==> src/rtl/axis_frame_gen.sv <==
// AXI-Stream frame generator: emits frames of incrementing payload starting at a seed,
// with an optional error flag on the last beat and a programmable idle gap afterwards.
module axis_frame_gen #(
  parameter int DATA_WIDTH = 8,
  parameter int LEN_WIDTH  = 8,
  parameter int CNT_WIDTH  = 16
) (
  input  logic                  clk,
  input  logic                  rst_n,
  input  logic                  start,
  input  logic [LEN_WIDTH-1:0]  frame_len,
  input  logic                  frame_bad,
  input  logic [DATA_WIDTH-1:0] seed,
  input  logic [LEN_WIDTH-1:0]  gap_len,
  output logic [DATA_WIDTH-1:0] output_axis_tdata,
  output logic                  output_axis_tvalid,
  input  logic                  output_axis_tready,
  output logic                  output_axis_tlast,
  output logic                  output_axis_tuser,
  output logic                  busy,
  output logic [CNT_WIDTH-1:0]  frame_count
);

  typedef enum logic [1:0] {IDLE, SEND, GAP} state_t;

  localparam logic [LEN_WIDTH-1:0]  LEN_ONE  = 1;
  localparam logic [DATA_WIDTH-1:0] DATA_ONE = 1;
  localparam logic [CNT_WIDTH-1:0]  CNT_ONE  = 1;

  state_t                state, state_next;
  logic [LEN_WIDTH-1:0]  len_q, gap_q, beat_cnt, gap_cnt;
  logic                  bad_q;
  logic [DATA_WIDTH-1:0] data_q;
  logic [CNT_WIDTH-1:0]  count_q;
  logic                  accept, beat_done, last_beat, gap_done;

  always_comb begin
    state_next = state;
    accept     = 1'b0;
    beat_done  = 1'b0;
    last_beat  = (beat_cnt == len_q - LEN_ONE);
    gap_done   = (gap_cnt == gap_q - LEN_ONE);
    case (state)
      IDLE: begin
        if (start && frame_len != '0) begin
          accept     = 1'b1;
          state_next = SEND;
        end
      end
      SEND: begin
        if (output_axis_tready) begin
          beat_done = 1'b1;
          if (last_beat) state_next = (gap_q != '0) ? GAP : IDLE;
        end
      end
      GAP: begin
        if (gap_done) state_next = IDLE;
      end
      default: state_next = IDLE;
    endcase
  end

  always_ff @(posedge clk or negedge rst_n) begin
    if (!rst_n) begin
      state    <= IDLE;
      len_q    <= '0;
      gap_q    <= '0;
      bad_q    <= 1'b0;
      data_q   <= '0;
      beat_cnt <= '0;
      gap_cnt  <= '0;
      count_q  <= '0;
    end else begin
      state <= state_next;
      if (accept) begin
        len_q    <= frame_len;
        gap_q    <= gap_len;
        bad_q    <= frame_bad;
        data_q   <= seed;
        beat_cnt <= '0;
      end
      if (beat_done) begin
        if (last_beat) begin
          count_q <= count_q + CNT_ONE;
          gap_cnt <= '0;
        end else begin
          beat_cnt <= beat_cnt + LEN_ONE;
          data_q   <= data_q + DATA_ONE;
        end
      end
      // gap_cnt counts completed gap cycles; the last one hands back to IDLE
      if (state == GAP && !gap_done) gap_cnt <= gap_cnt + LEN_ONE;
    end
  end

  // All outputs derive from registers only, so tvalid never sees tready combinationally.
  assign output_axis_tvalid = (state == SEND);
  assign output_axis_tlast  = output_axis_tvalid && last_beat;
  assign output_axis_tuser  = output_axis_tlast && bad_q;
  assign output_axis_tdata  = data_q;
  assign busy               = (state != IDLE);
  assign frame_count        = count_q;

endmodule

==> config.mk <==
export PLATFORM = sky130hd
export DESIGN_NAME = axis_frame_gen
export DESIGN_NICKNAME = d
export VERILOG_FILES = /design/src/rtl/axis_frame_gen.sv
export SDC_FILE = /design/constraint.sdc
export NUM_CORES = 1
export LEC_CHECK = 0
export BUFFER_PORTS_ARGS = -buffer_cell sky130_fd_sc_hd__buf_2
export CORE_AREA = 2 2 78 80
export DETAILED_ROUTE_END_ITERATION = 6
export DIE_AREA = 0 0 80 82
export PLACE_DENSITY = 0.83
export SYNTH_ARGS = -nofsm -noshare
export SYNTH_HDL_FRONTEND = slang
export SYNTH_SLANG_ARGS = --single-unit
==> constraint.sdc <==
create_clock -name clk -period 7.55 [get_ports clk]
set_input_delay 0 -clock clk [delete_from_list [all_inputs] [get_ports clk]]
set_output_delay 0 -clock clk [all_outputs]
set_load 0.03 [all_outputs]
==> flow_summary.yaml <==
worst_hold_path:
  worstHoldPathType: "in2async"
placement:
  dp_hpwl_microns: 5150
  place.gp.congestion: 0.790
  port_buffers: 56
clocking:
  cts_buffers: 9
  cts_setup_buffers: 0
  cts.htree.levels: 3
  clock_latency_ps: 350
  clk_pin_slew_ps: 80
  cts_hold_buffers: 27
  clockRootBuffer: "clkbuf_8"
  cts_sinks: 59
  cts_resized: 0
  cts_tree: "built"
  cts.path.max_buffers: 2
finish:
  drive_gt1_share_pct: 19.2
  syn2layout_area_growth_pct: 24.6
  final_nets: 473
  antenna_cells: 0
detailed_routing:
  drt_pass1_iterations: 5
  routedWlPerCell_microns: 15.3
  antenna_left: 0
  drt_wl_total_microns: 7940
  viasPerCell: 5.80
  drc: 0
  num_vias: 3000
  first_iter_violations: 166
flow_run:
  cap_violations: 0
global_route:
  grt.total_usage_pct: 25.8
  grt_pass1_wl_microns: 13000
  grt_pass1_vias: 2845
  overflow: 0
  antenna_found_initial: 0
  grt_max_degree: 60
critical_path:
  reg2reg_slack_ps: 4580
  end_kind: "flop"
  cp_max_fo: 19
  r2r_cells: 8
  crit_required_ps: 7780
  setup.worst_path.start: "len_q[0]"
  r2r_start: "len_q[0]"
  worstPathArrival_ps: 3190
  path_class: "reg2reg"
  worstSetupStartpointType: "flop"
sta:
  rsz0062_at_grt: "false"
  min_period_over_period_pct: 39.3
  final-max-slew-violation-count: 0
  hold_violations: 0
  finalCriticalPeriod_ps: 2970
  maxSlewHeadroom_pct: 22.8
  worst_hold_slack_ps: 334
  finalSetupTns_ps: 0
  setup_viol: 0
  tightestPinTransition_ps: 1150
  fmaxAchievable_mhz: 337
  clock_skew_ps: 13.4
floorplanning:
  fp.dieW_microns: 80
  num_io_pins: 57
  core_area_sq_um: 5750
  die-height_microns: 82
  rows: 28
  start_util_pct: 58.3
  dieArea_sq_um: 6560
synthesis:
  synth_flop_cell: "dfrtp_1"
  synth_nets: 393
  async_flop_share_pct: 100
  yosysUniqueCellTypes: 66
  yosysWarnings: 0
  synthCells: 357
  ys_seq_area_share_pct: 44.0
  synth_edf_count: 0
  avgSynthCellArea_sq_um: 9.39
  ys_seq_elements: 59
  synth_area_sq_um: 3350
power_and_ir_drop:
  p_sw_uw: 588
  p_seq_share_pct: 37.3
  swShare_pct: 40.7
  combPwrFrac_pct: 39.4
  vdd_drop_max_uv: 238
  p_int_uw: 858
  p_leak_uw: 0.00196
  p_per_area_nw_per_um2: 346
  clkPwrFrac_pct: 23.3
status:
  outcome: "completed"
## power by group through the flow
stage	clock, uW	sequential [uW]	combinational (uW)
2_1_floorplan	0	551	401
3_3_place_gp	0	536	528
3_5_place_dp	0	540	553
4_1_cts	342	536	570
5_1_grt	355	555	627
6_report	337	540	569
## registers in the layout (all words and copies together) (netlist names)
name	count
beat_cnt	8
bad_q	1
len_q	8
gap_cnt	8
frame_count	16
output_axis_tdata	8
gap_q	8
state	2
## worst max-delay path, cell delays in order (launching register included)
cell	delay (ps)
dfrtp_1	420
inv_1	90
ha_1	310
and3_1	210
o2bb2ai_1	60
a211o_1	340
a2111oi_4	920
nor2_2	110
a221o_1	380
## cells in the final DEF (no fill, tap or decap), types with 4 or more instances in the layout
master / count
nor3_1: 6
dlygate4sd3_1: 27
o211ai_1: 5
nand3_1: 16
inv_1: 13
dfrtp_1: 59
clkbuf_8: 11
nor4_1: 4
or2_2: 4
nor3b_1: 4
xnor2_1: 28
mux2i_1: 4
nor2_1: 20
buf_2: 56
nand2_1: 60
o311ai_1: 4
nand4_1: 9
o21ai_1: 5
o21ai_0: 10
and3_1: 16
ha_1: 7
a211oi_1: 4
and2_1: 5
xor2_1: 7
## metal layers
| layer | share of wire, % | GRT usage (%) |
|---|---|---|
| met5 | 0 | 0 |
| met1 | 43 | 32.5 |
| met4 | 2.0 | 11.2 |
| met3 | 6.0 | 7.14 |
| met2 | 49 | 41.8 |
## layout make-up
| cell class | instances | area, sq um |
|---|---|---|
| Multi-Input combinational cell | 269 | 1760 |
| Fill cell | 431 | 1570 |
| Sequential cell | 59 | 1480 |
| Timing Repair Buffer | 85 | 566 |
| Clock buffer | 11 | 151 |
| Tap cell | 75 | 93.8 |
| Clock inverter | 5 | 85.1 |
| Inverter | 13 | 48.8 |
## worst paths after layout
path / endpoint
min in group clk: bad_q
setup / recovery: gap_cnt[7]
max in group asynchronous: len_q[4]
hold reg to reg: frame_count[15]
setup reg to reg: gap_cnt[7]
hold / removal: output_axis_tdata[6]
## cells in the mapped netlist, types with 6 or more instances
master | count | area, sq um
nor2_1 | 20 | 75.1
and3_1 | 16 | 100
nor3_1 | 6 | 30.0
xor2_1 | 7 | 61.3
o21ai_0 | 10 | 50.1
nand3_1 | 16 | 80.1
dfrtp_1 | 59 | 1480
nand2_1 | 60 | 225
inv_1 | 13 | 48.8
nand4_1 | 9 | 56.3
ha_1 | 7 | 87.6
xnor2_1 | 28 | 245
clkbuf_1 | 11 | 41.3
## through the flow
| step | setup WS [ps] | std cells | power [uW] | cell area, sq um | util [%] |
|---|---|---|---|---|---|
| final | 4580 | 517 | 1450 | 4180 | 72.7 |
| after global routing | 4390 | 517 | 1540 | 4180 | 72.7 |
| after CTS | 4570 | 517 | 1450 | 4180 | 72.7 |
| after detailed placement | 4610 | 474 | 1090 | 3670 | 63.9 |
| after global placement | 4700 | 474 | 1060 | 3670 | 63.9 |
| after floorplan | 5190 | 357 | 952 | 3350 | - |
## cell families after synthesis
family / synth area share [%]
XOR/XNOR: 9.15
AO/OA/AOI/OAI: 14.6
flip-flops: 44.0
multiplexers: 1.87
adder cells (fa/ha/maj): 2.61
AND/OR/NAND/NOR: 24.2
buffers and inverters: 3.55
No activity file was read; power rests on OpenSTA's default activity.
